<file path="config.mk">
export PLATFORM = sky130hd
export DESIGN_NAME = ifetch
export DESIGN_NICKNAME = d
export VERILOG_FILES = /design/src/rtl/ifetch_pkg.sv /design/src/rtl/fetch_fifo.sv /design/src/rtl/ifetch.sv
export SDC_FILE = /design/constraint.sdc
export NUM_CORES = 1
export LEC_CHECK = 0
export BUFFER_PORTS_ARGS = -buffer_cell sky130_fd_sc_hd__clkbuf_2
export CAP_MARGIN = 0
export CORE_MARGIN = 2
export CORE_UTILIZATION = 45
export CTS_BUF_LIST = sky130_fd_sc_hd__clkbuf_2
export DETAILED_ROUTE_END_ITERATION = 16
export PLACE_DENSITY = 0.69
export SETUP_SLACK_MARGIN = 0.5
export SLEW_MARGIN = 20
export SYNTH_ARGS = -nofsm -noshare
export SYNTH_HDL_FRONTEND = slang
export SYNTH_SLANG_ARGS = --single-unit
</file>
<file path="constraint.sdc">
create_clock -name clk_i -period 4.8 [get_ports clk_i]
set_input_delay 0.96 -clock clk_i [delete_from_list [all_inputs] [get_ports clk_i]]
set_output_delay 0.96 -clock clk_i [all_outputs]
set_load 0.02 [all_outputs]
</file>
<file path="src/rtl/ifetch_pkg.sv">
// ifetch_pkg: shared types and constants for the instruction fetch unit
package ifetch_pkg;
  localparam int ILEN = 32;
  localparam logic [31:0] RESET_PC = 32'h0000_0000;
  typedef struct packed {
    logic [31:0]     pc;
    logic [ILEN-1:0] instr;
    logic            illegal;
  } fetch_entry_t;
endpackage

</file>
<file path="src/rtl/fetch_fifo.sv">
// fetch_fifo: small circular FIFO with flush, occupancy count and zeroed output when empty
module fetch_fifo #(
  parameter int DEPTH = 2,
  parameter int W = 32,
  parameter int CW = $clog2(DEPTH + 1)
) (
  input  logic          clk_i,
  input  logic          rst_i,
  input  logic          push_i,
  input  logic          pop_i,
  input  logic          flush_i,
  input  logic [W-1:0]  din_i,
  output logic [W-1:0]  dout_o,
  output logic          full_o,
  output logic          empty_o,
  output logic [CW-1:0] count_o
);
  localparam int AW = DEPTH > 1 ? $clog2(DEPTH) : 1;
  localparam logic [AW-1:0] LAST = AW'(DEPTH - 1);
  localparam logic [CW-1:0] FULL = CW'(DEPTH);
  logic [W-1:0]  r_mem [DEPTH];
  logic [AW-1:0] r_wr, r_rd;
  logic [CW-1:0] r_cnt;
  logic          w_push, w_pop;
  assign empty_o = r_cnt == '0;
  assign full_o  = r_cnt == FULL;
  assign count_o = r_cnt;
  assign w_pop   = pop_i && !empty_o;
  // a pop frees the slot a same-cycle push into a full FIFO needs
  assign w_push  = push_i && (!full_o || w_pop);
  assign dout_o  = empty_o ? '0 : r_mem[r_rd];
  always_ff @(posedge clk_i or posedge rst_i)
    if (rst_i) begin
      r_wr  <= '0;
      r_rd  <= '0;
      r_cnt <= '0;
    end else if (flush_i) begin
      r_wr  <= '0;
      r_rd  <= '0;
      r_cnt <= '0;
    end else begin
      if (w_push) r_wr <= r_wr == LAST ? '0 : r_wr + 1'b1;
      if (w_pop) r_rd <= r_rd == LAST ? '0 : r_rd + 1'b1;
      r_cnt <= r_cnt + CW'(w_push) - CW'(w_pop);
    end
  always_ff @(posedge clk_i)
    if (w_push && !flush_i) r_mem[r_wr] <= din_i;
endmodule

</file>
<file path="src/rtl/ifetch.sv">
// ifetch: instruction fetch with bounded outstanding requests, in-order buffering
// and discard of responses made stale by a redirect
module ifetch
  import ifetch_pkg::*;
#(
  parameter logic [31:0] BOOT_PC = RESET_PC,
  parameter int DEPTH = 2
) (
  input  logic        clk_i,
  input  logic        rst_i,
  input  logic        redirect_valid_i,
  input  logic [31:0] redirect_pc_i,
  output logic        imem_req_o,
  output logic [31:0] imem_addr_o,
  input  logic        imem_gnt_i,
  input  logic        imem_rvalid_i,
  input  logic [31:0] imem_rdata_i,
  output logic        instr_valid_o,
  output logic [31:0] instr_o,
  output logic [31:0] instr_pc_o,
  output logic        instr_illegal_o,
  input  logic        instr_ready_i
);
  localparam int CW = $clog2(DEPTH + 1);
  localparam logic [CW:0] LIM = (CW+1)'(DEPTH);
  logic [31:0]   r_fetch_pc, w_rsp_pc;
  logic [CW-1:0] r_outstanding, r_discard, w_out_next, w_fifo_count, w_pcq_count;
  logic          w_grant, w_rvalid, w_push, w_pop;
  logic          w_fifo_full, w_fifo_empty, w_pcq_full, w_pcq_empty;
  fetch_entry_t  w_wr_entry, w_head;
  assign imem_req_o  = !rst_i && ({1'b0, r_outstanding} + {1'b0, w_fifo_count} < LIM);
  assign imem_addr_o = r_fetch_pc;
  assign w_grant     = imem_req_o && imem_gnt_i;
  assign w_rvalid    = imem_rvalid_i && r_outstanding != '0;
  assign w_out_next  = r_outstanding + CW'(w_grant) - CW'(w_rvalid);
  assign w_push      = w_rvalid && r_discard == '0 && !redirect_valid_i;
  assign w_pop       = instr_valid_o && instr_ready_i && !redirect_valid_i;
  assign w_wr_entry  = '{pc: w_rsp_pc, instr: imem_rdata_i, illegal: imem_rdata_i[1:0] != 2'b11};
  assign instr_valid_o   = !w_fifo_empty;
  assign instr_o         = w_head.instr;
  assign instr_pc_o      = w_head.pc;
  assign instr_illegal_o = w_head.illegal;
  always_ff @(posedge clk_i or posedge rst_i)
    if (rst_i) begin
      r_fetch_pc    <= {BOOT_PC[31:2], 2'b00};
      r_outstanding <= '0;
      r_discard     <= '0;
    end else begin
      r_outstanding <= w_out_next;
      r_fetch_pc    <= redirect_valid_i ? (redirect_pc_i & 32'hFFFF_FFFC) :
                       w_grant ? r_fetch_pc + 32'd4 : r_fetch_pc;
      // everything still in flight after this cycle belongs to the old path
      r_discard     <= redirect_valid_i ? w_out_next :
                       (w_rvalid && r_discard != '0) ? r_discard - 1'b1 : r_discard;
    end
  fetch_fifo #(.DEPTH(DEPTH), .W($bits(fetch_entry_t))) u_entries (
    .clk_i(clk_i), .rst_i(rst_i), .push_i(w_push), .pop_i(w_pop), .flush_i(redirect_valid_i),
    .din_i(w_wr_entry), .dout_o(w_head), .full_o(w_fifo_full), .empty_o(w_fifo_empty),
    .count_o(w_fifo_count)
  );
  // request PCs in grant order; every accepted response retires one, dropped or not
  fetch_fifo #(.DEPTH(DEPTH), .W(32)) u_pcq (
    .clk_i(clk_i), .rst_i(rst_i), .push_i(w_grant), .pop_i(w_rvalid), .flush_i(1'b0),
    .din_i(r_fetch_pc), .dout_o(w_rsp_pc), .full_o(w_pcq_full), .empty_o(w_pcq_empty),
    .count_o(w_pcq_count)
  );
  a_rvalid_idle: assert property (@(posedge clk_i) disable iff (rst_i)
    !(imem_rvalid_i && r_outstanding == '0));
  a_pcq_track: assert property (@(posedge clk_i) disable iff (rst_i)
    w_pcq_count == r_outstanding && !(w_rvalid && w_pcq_empty) && !(w_grant && w_pcq_full && !w_rvalid));
  a_fifo_room: assert property (@(posedge clk_i) disable iff (rst_i)
    !(w_push && w_fifo_full && !w_pop));
endmodule
</file>
Yosys cells after proc, flatten, opt, wreduce, memory -nomap -nowiden
Memory sizes are Yosys's and may differ from the RTL's.
Cells that the tools add are included.
{ "totals": {"memories": 2, "input_bits": 70, "ram_bits": 194, "register_bits": 44} }
{ "op_classes": {"eq_ne": 3, "magnitude_cmp": 1, "reduce_logical": 30, "n_mux": 19, "add_sub_neg": 13} }
{ "memory_table": {"columns": ["memory", "words", "word_bits", "rd", "rd_clocked_by_memory_dff", "wr", "line_no", "source"], "rows": [
  ["u_entries.r_mem", 2, 65, 1, 0, 1, "fetch_fifo.sv:21", "logic [W-1:0] r_mem [DEPTH];"],
  ["u_pcq.r_mem", 2, 32, 1, 0, 1, "fetch_fifo.sv:21", null]
]} }
{ "ops": {"columns": ["operator", "count"], "rows": [
  ["2-to-1 mux 32 bit", 3],
  ["2-to-1 mux 65 bit", 1],
  ["adder 32 x 3 -> 32 bit, second input constant", 1],
  ["logical AND 1 bit", 13],
  ["2-to-1 mux 1 bit", 12],
  ["nonzero test 2 bit", 6],
  ["adder 2 x 1 -> 2 bit", 3],
  ["logical NOT 1 bit", 6],
  ["logical NOT 2 bit", 3],
  ["2-to-1 mux 2 bit", 3],
  ["subtractor 2 x 1 -> 2 bit", 3],
  ["adder 1 bit, second input constant", 4],
  ["equality test 2 bit, second input constant", 2],
  ["adder 2 x 2 -> 3 bit", 1],
  ["< comparator 3 x 2 -> 1 bit, second input constant", 1],
  ["logical OR 1 bit", 2],
  ["inequality test 2 bit, second input constant", 1],
  ["subtractor 2 x 1 -> 2 bit, second input constant", 1]
]} }

Longest topological paths before layout
Gate-level depths: netlist (run 1).
{ "logic_depth": {"word_depth": 10, "ltp_mapped": 11, "mapped_depth_nobuf": 10} }

Modules after synthesis
A second synthesis (run 1) with hierarchy kept.
{ "unflattened": {"hier_cells": 705, "area_unflattened_um2": 9932.0} }
{ "modules_own_cells": {"columns": ["mod", "n_inst", "cells_per_inst", "seq_area_each_um2", "area_each_um2"], "rows": [
  ["fetch_fifo at u_entries", 1, 300, 4003.8, 5177.5],
  ["fetch_fifo at u_pcq", 1, 160, 2021.9, 2648.8],
  ["ifetch", 1, 245, 850.8, 2105.8]
]} }

Least setup slack after synthesis (run 1)
OpenSTA, ideal clock, no wires.
{ "synth_timing": {"path_kind": "input port to flip-flop", "from": "input port redirect_valid_i", "to": "memory u_entries.r_mem[0][0] (netlist name), enable pin", "cell_stages": 3, "required_time_ns": 4.305, "path_buffers": 1, "path_slack_ns": -0.222, "arrival_ns": 4.527, "path_cell_list": "clkbuf_1 -> nor4b_1 -> nor2b_1"} }
{ "synth_via": {"elab_chain_cells": 8, "word_cells_on_any_way": 9, "cone_classes": "2 x mux; 7 x reduce/logical"} }
{ "synth_lines": {"columns": ["element", "line_no", "source"], "rows": [
  ["start: declaration", "ifetch.sv:11", "input logic redirect_valid_i,"],
  ["logical NOT 1 bit *", "fetch_fifo.sv:47, ifetch.sv:36, ifetch.sv:37", null],
  ["logical AND 1 bit", "ifetch.sv:37", "assign w_pop = instr_valid_o && instr_ready_i && !redirect_valid_i;"],
  ["logical AND 1 bit", "fetch_fifo.sv:28", "assign w_pop = pop_i && !empty_o;"],
  ["logical OR 1 bit", "fetch_fifo.sv:30", "assign w_push = push_i && (!full_o || w_pop);"],
  ["logical AND 1 bit", "fetch_fifo.sv:30", null],
  ["logical AND 1 bit *", "fetch_fifo.sv:47", "if (w_push && !flush_i) r_mem[r_wr] <= din_i;"],
  ["2-to-1 mux 1 bit *", "fetch_fifo.sv:47", null],
  ["2-to-1 mux 1 bit (not written as such) *", "fetch_fifo.sv:47", null],
  ["end: declaration", "fetch_fifo.sv:21", null]
]} }
Mark *: on every way between the ends. The rest lies on a longest branch, timed or not.

Worst setup path after layout (run 1)
{ "layout_timing": {"from": "register u_entries.r_rd", "to": "output port instr_o[3]"} }
{ "layout_via": {"elab_chain_cells": 2} }
{ "layout_lines": {"columns": ["element", "line_no", "source"], "rows": [
  ["start: declaration", "fetch_fifo.sv:22", "logic [AW-1:0] r_wr, r_rd;"],
  ["start signal: assignment", "fetch_fifo.sv:43", "if (w_pop) r_rd <= r_rd == LAST ? '0 : r_rd + 1'b1;"],
  ["memory read (2 x 65 bit)", null, null],
  ["2-to-1 mux 65 bit", "fetch_fifo.sv:31", "assign dout_o = empty_o ? '0 : r_mem[r_rd];"],
  ["end: declaration", "ifetch.sv:19", "output logic [31:0] instr_o,"]
]} }
Every way passes these cells.

==> results.json, run 1 <==
{
  "final_area_um2": 11100,
  "dp_hpwl_um": 12000,
  "synth.distinct_cells": 45,
  "placed_area_um2": 10600,
  "grt_start_max_net_pins": 66,
  "drtAntennaViolNets": 0,
  "n_fill_cell": 1839,
  "timing.setup.tns_ns": 0,
  "worst_path_dominant_cell_family": "flip-flops",
  "grt_pass1_wl_um": 29700,
  "skew_ns": 0.0535,
  "power_density_nw_per_um2": 457,
  "slew_viol_final": 0,
  "cap_violations": 0,
  "maxSlewHeadroom": 0.378,
  "cts_tree": "built",
  "synth_edf_count": 188,
  "fmax_mhz": 280,
  "cts_hold_buf": 0,
  "path_clk_slew_ns": 0.11,
  "numCtsBuffers": 55,
  "min_period_ns": 3.57,
  "whs_ns": 0.343,
  "synth-async-reset-ratio": 0.183,
  "io_buffers": 164,
  "num_rows": 53,
  "ys_seq_elements": 230,
  "area_growth_pct": 17.0,
  "die_w_um": 149,
  "final.period_utilization": 0.745,
  "cts-root-buf": "clkbuf_2",
  "core_um2": 20900,
  "synthCells": 670,
  "grt_pass1_vias": 5807,
  "place.gp.congestion": 0.766,
  "crit_chain": "buf_4 > mux2i_1 > nor2_1 > clkbuf_2",
  "status": "finished, final reports clean",
  "rsz0062_at_grt": "no",
  "crit_path_top_delay_cell": "dfrtp_4",
  "worstPathRequired_ns": 3.84,
  "postRouteWirelength_um": 18900,
  "post-cts-setup-buffers": 0,
  "ctsHtreeMaxLevel": 2,
  "die_area_um2": 22300,
  "finalHoldViolations": 0,
  "cts.sinks": 230,
  "clk_latency_ns": 0.78,
  "dpl.cell_count": 1084,
  "netlist_area_um2": 9530,
  "antenna_found_initial": 1,
  "grt-ovfl-total": 0,
  "route.detailed.drc": 0,
  "worstPathArrival_ns": 2.61,
  "start_util": 0.456,
  "end_kind": "primary output",
  "hp-class": "primary input to async pin",
  "power.leakage_uw": 0.00430,
  "cp_max_fo": 39,
  "drtIter0Drc": 259,
  "io_pins": 169,
  "cp-start-kind": "register",
  "criticalPathCategory": "register to primary output",
  "routedWlPerCell_um": 16.0,
  "die_h_um": 149,
  "instances_no_fill": 1183,
  "ir_drop_uv": 293,
  "worstMarginPinSlew_ns": 0.934,
  "nNetsFinal": 945,
  "cts_max_path_buffers": 3,
  "num_vias": 6012,
  "globalRouteTotalUtil": 0.170,
  "yosys_warnings": 0,
  "yosys_most_used_dff": "edfxtp_1",
  "crit_path_max_incr_delay_ns": 0.92,
  "cp_num_buf_inv": 2,
  "ctsResizeCount": 0,
  "routed_via_density": 5.08,
  "seq_area_frac_synth": 0.703,
  "setup_viol": 0,
  "drive_above_1_share": 0.304,
  "dr.pass1.iters": 4,
  "synth.avg_cell_area_um2": 14.2
}
power breakdown:
| part | switching (µW) | internal [µW] |
|---|---|---|
| registers | 213 | 2460 |
| clock network | 720 | 522 |
| logic | 726 | 453 |
| total | 1660 | 3430 |
final cells by class:
| type | instances | area, µm² | area share |
|---|---|---|---|
| diodes | 1 | 2.50 | 0.000225 |
| well taps | 275 | 344 | 0.0309 |
| inverters | 17 | 63.8 | 0.00573 |
| repair buffers | 173 | 901 | 0.0808 |
| clock inverters | 12 | 71.3 | 0.00640 |
| multi-input cells | 389 | 2630 | 0.236 |
| clock buffers | 86 | 430 | 0.0386 |
| flip-flops and latches | 230 | 6700 | 0.601 |
flip-flops by register name, summed over array words and instances (netlist names):
register / flops
r_outstanding: 2
u_entries.r_wr: 1
u_entries.r_mem: 128
u_pcq.r_wr: 1
u_pcq.count_o: 2
u_entries.r_rd: 1
u_pcq.r_mem: 60
u_pcq.r_rd: 1
u_entries.count_o: 2
r_discard: 2
imem_addr_o: 30
cell usage in the layout, fill, tap and decap left out, types with 4 or more instances in the layout:
master | synthesis | final
mux2i_1 | 95 | 95
inv_1 | 15 | 15
o31ai_1 | 14 | 14
nand4_1 | 10 | 10
nand3_1 | 9 | 9
clkinv_1 | 0 | 10
o21ai_0 | 14 | 14
buf_4 | 3 | 8
dfrtp_1 | 42 | 40
conb_1 | 1 | 4
edfxtp_1 | 188 | 188
nor4_1 | 5 | 5
nor2_1 | 117 | 115
a31oi_1 | 17 | 17
xor2_1 | 8 | 8
ha_1 | 8 | 8
nand2_1 | 24 | 24
or4_1 | 19 | 19
clkbuf_2 | 2 | 250
xnor2_1 | 12 | 12
routing by layer:
layer,GRT usage,part of all wire
met1,0.225,0.44
met2,0.273,0.47
met3,0.0415,0.069
met4,0.0629,0.020
met5,0,0
worst register-to-register path, delay by kind of cell, from the launching register on:
| kind | cells | cell delay, ns |
|---|---|---|
| AND/OR/NAND/NOR | 3 | 1.20 |
| adder cells (fa/ha/maj) | 1 | 0.50 |
| flip-flops | 1 | 0.45 |
| AO/OA/AOI/OAI | 1 | 0.36 |
| buffers and inverters | 2 | 0.61 |
Yosys cell counts, drive strengths merged (13+ instances only):
cell type	instances	area, µm²
edfxtp	188	5650
nor2	117	439
mux2i	95	951
dfrtp	42	1050
clkbuf	24	92.6
nand2	24	90.1
or4	19	143
a31oi	17	106
inv	17	63.8
o21ai	15	75.1
o31ai	14	105
buf	13	75.1
through the flow:
step	worst slack, ns	utilization	power, µW
2_1_floorplan	0.988	-	3510
3_3_place_gp	1.45	0.509	3880
3_5_place_dp	1.38	0.509	3910
4_1_cts	1.09	0.533	5170
5_1_grt	0.983	0.534	5410
6_report	1.23	0.534	5090
cells by family (layout without fill, tap and decap cells):
| logic type | Yosys count | in the layout | synth area share |
|---|---|---|---|
| mux | 96 | 96 | 0.101 |
| compound gates | 54 | 54 | 0.0370 |
| buf+inv | 54 | 288 | 0.0243 |
| flops | 230 | 230 | 0.703 |
| simple gates | 206 | 206 | 0.103 |
| other cells | 1 | 5 | 0.000394 |
| fa+ha+maj | 9 | 9 | 0.0126 |
| xor+xnor | 20 | 20 | 0.0184 |
final timing paths:
check | startpoint | end | slack [ns] | cells after the start
max | u_entries.r_rd | instr_o[3] | 1.23 | 4
min | rst_i | imem_addr_o[4] | 0.34 | 3
max reg2reg | u_entries.count_o[0] | u_pcq.r_mem[0][17] | 1.36 | 7
min reg2reg | u_pcq.r_wr | u_pcq.r_wr | 0.52 | 1
max in group asynchronous | rst_i | u_entries.r_rd | 4.01 | 3
min in group clk_i | imem_rdata_i[4] | u_entries.r_mem[1][5] | 0.36 | 1
No activity file was read; power rests on OpenSTA's default activity.
==> run 2: changes to the inputs <==
--- a/config.mk
+++ b/config.mk
@@ -11,7 +11,7 @@
 export CORE_UTILIZATION = 45
 export CTS_BUF_LIST = sky130_fd_sc_hd__clkbuf_2
 export DETAILED_ROUTE_END_ITERATION = 16
-export PLACE_DENSITY = 0.69
+export PLACE_DENSITY = 0.66
 export SETUP_SLACK_MARGIN = 0.5
 export SLEW_MARGIN = 20
 export SYNTH_ARGS = -nofsm -noshare
==> constraint.sdc (replaced) <==
create_clock -name clk_i -period 3.5 [get_ports clk_i]
set_input_delay 0.7 -clock clk_i [delete_from_list [all_inputs] [get_ports clk_i]]
set_output_delay 0.7 -clock clk_i [all_outputs]
set_load 0.02 [all_outputs]
==> results.json, run 2 (synthesized netlist as in run 1, its figures left out) <==
{
  "grt_pass1_wl_um": 30600,
  "rr_worst_depth": 6,
  "final.period_utilization": 0.816,
  "criticalPathCategory": "register to primary output",
  "hp-class": "primary input to register",
  "io_buffers": 164,
  "path_clk_slew_ns": 0.11,
  "worstMarginPinSlew_ns": 0.939,
  "route.detailed.drc": 0,
  "ctsHtreeMaxLevel": 2,
  "setup_ws_ns": 0.644,
  "routedWlPerCell_um": 16.1,
  "cap_violations": 0,
  "dr.pass1.iters": 4,
  "slew_viol_final": 0,
  "cts_tree": "built",
  "core_um2": 20900,
  "min_period_ns": 2.86,
  "drtAntennaViolNets": 0,
  "timing.setup.tns_ns": 0,
  "skew_ns": 0.0553,
  "die_h_um": 149,
  "fmax_mhz": 350,
  "drive_above_1_share": 0.313,
  "grt-ovfl-total": 0,
  "cts-root-buf": "clkbuf_2",
  "status": "finished, final reports clean",
  "cp-start-kind": "register",
  "regMostFlops": "u_entries.r_mem",
  "ir_drop_uv": 324,
  "multi_input_area_um2": 2670,
  "worstPathArrival_ns": 2.16,
  "largest_reg_flops": 128,
  "num_rows": 53,
  "antenna_found_initial": 1,
  "globalRouteTotalUtil": 0.179,
  "layout_commonest_cell": "clkbuf_2",
  "num_vias": 6158,
  "place.gp.congestion": 0.813,
  "cts.sinks": 230,
  "dp_hpwl_um": 12400,
  "drtIter0Drc": 241,
  "grt_pass1_vias": 5946,
  "rsz0062_at_grt": "yes",
  "seq_area_um2": 6700,
  "end_kind": "primary output",
  "nNetsFinal": 978,
  "power.leakage_uw": 0.00450,
  "maxSlewHeadroom": 0.374,
  "setup_viol": 0,
  "final_cell_mix": "239 x clkbuf_2, 188 x edfxtp_1, 115 x nor2_1",
  "cts_max_path_buffers": 3,
  "placement.setup.worst_slack_ns": 0.488,
  "routed_via_density": 5.04,
  "io_pins": 169,
  "cp_max_fo": 5,
  "clk_latency_ns": 0.81,
  "hold-path-cell-count": 3,
  "postRouteWirelength_um": 19700,
  "power_density_nw_per_um2": 636,
  "finalHoldViolations": 0,
  "worstPathRequired_ns": 2.80,
  "die_area_um2": 22300,
  "grt_start_max_net_pins": 63,
  "die_w_um": 149,
  "start_util": 0.456,
  "area_growth_pct": 22.3,
  "numCtsBuffers": 56,
  "n_fill_cell": 1789
}
## run 2: changes by cell type in the layout (fill, tap and decap cells not counted), sizes merged
cell,delta
dlygate4sd3,+18
bufinv,+4
clkbuf,-11
clkinv,+13
inv,-1
buf,+14
nor2,+1
## run 2: critical path: stages (launching register included)
cell	delay, ns
dfrtp_2	0.53
fa_2	0.53
nor3_2	0.13
buf_4	0.17
## run 2: routing by layer
| metal | up-vias | global-route usage | wire length (µm) |
|---|---|---|---|
| met1 | 2949 | 0.240 | 8650 |
| met2 | 201 | 0.276 | 9260 |
| li1 | 2977 | - | - |
| met4 | 0 | 0.0714 | 434 |
| met3 | 31 | 0.0506 | 1370 |
| met5 | - | 0 | 0 |
## run 2: layout make-up
type	instances	share of cell area
timing repair buffer	204	0.106
multi-input combinational	390	0.230
clock inverter	28	0.0207
sequential	230	0.576
tap	275	0.0295
inverter	17	0.00569
clock buffer	76	0.0327
antenna	1	0.000215
## run 2: what timing repair did
action,CTS,global route
endpoints found under the hold margin,47,1
gates cloned,1,0
resized for setup,6,9
setup buffers,6,1
setup endpoints to repair,70,74
pin swaps,3,3
hold buffers,17,1
## run 2: power by group
group	internal, µW	switching (µW)	total, µW
sequential	3370	271	3640
combinational	704	1070	1770
clock	970	1030	2000
## run 2: path summary, 6_finish.rpt
check	start	end	slack (ns)
min	redirect_pc_i[7]	imem_addr_o[7]	0.09
max reg2reg	u_entries.count_o[1]	imem_addr_o[30]	0.67
max	u_entries.count_o[1]	imem_req_o	0.64
min in group asynchronous	rst_i	imem_addr_o[16]	0.61
max in group asynchronous	rst_i	u_entries.count_o[0]	2.47
min reg2reg	u_pcq.count_o[1]	u_pcq.count_o[1]	0.54
## run 2: per-stage QoR
step | total power (µW) | cell area [µm²] | utilization | hold WS [ns] | cells
2_1_floorplan | 4820 | 9550 | - | 0.468 | 673
3_3_place_gp | 5370 | 10700 | 0.514 | 0.519 | 1090
3_5_place_dp | 5410 | 10700 | 0.514 | 0.513 | 1090
4_1_cts | 7500 | 11600 | 0.555 | 0.000710 | 1218
5_1_grt | 7870 | 11600 | 0.557 | 0.00386 | 1221
6_report | 7410 | 11600 | 0.557 | 0.0897 | 1221
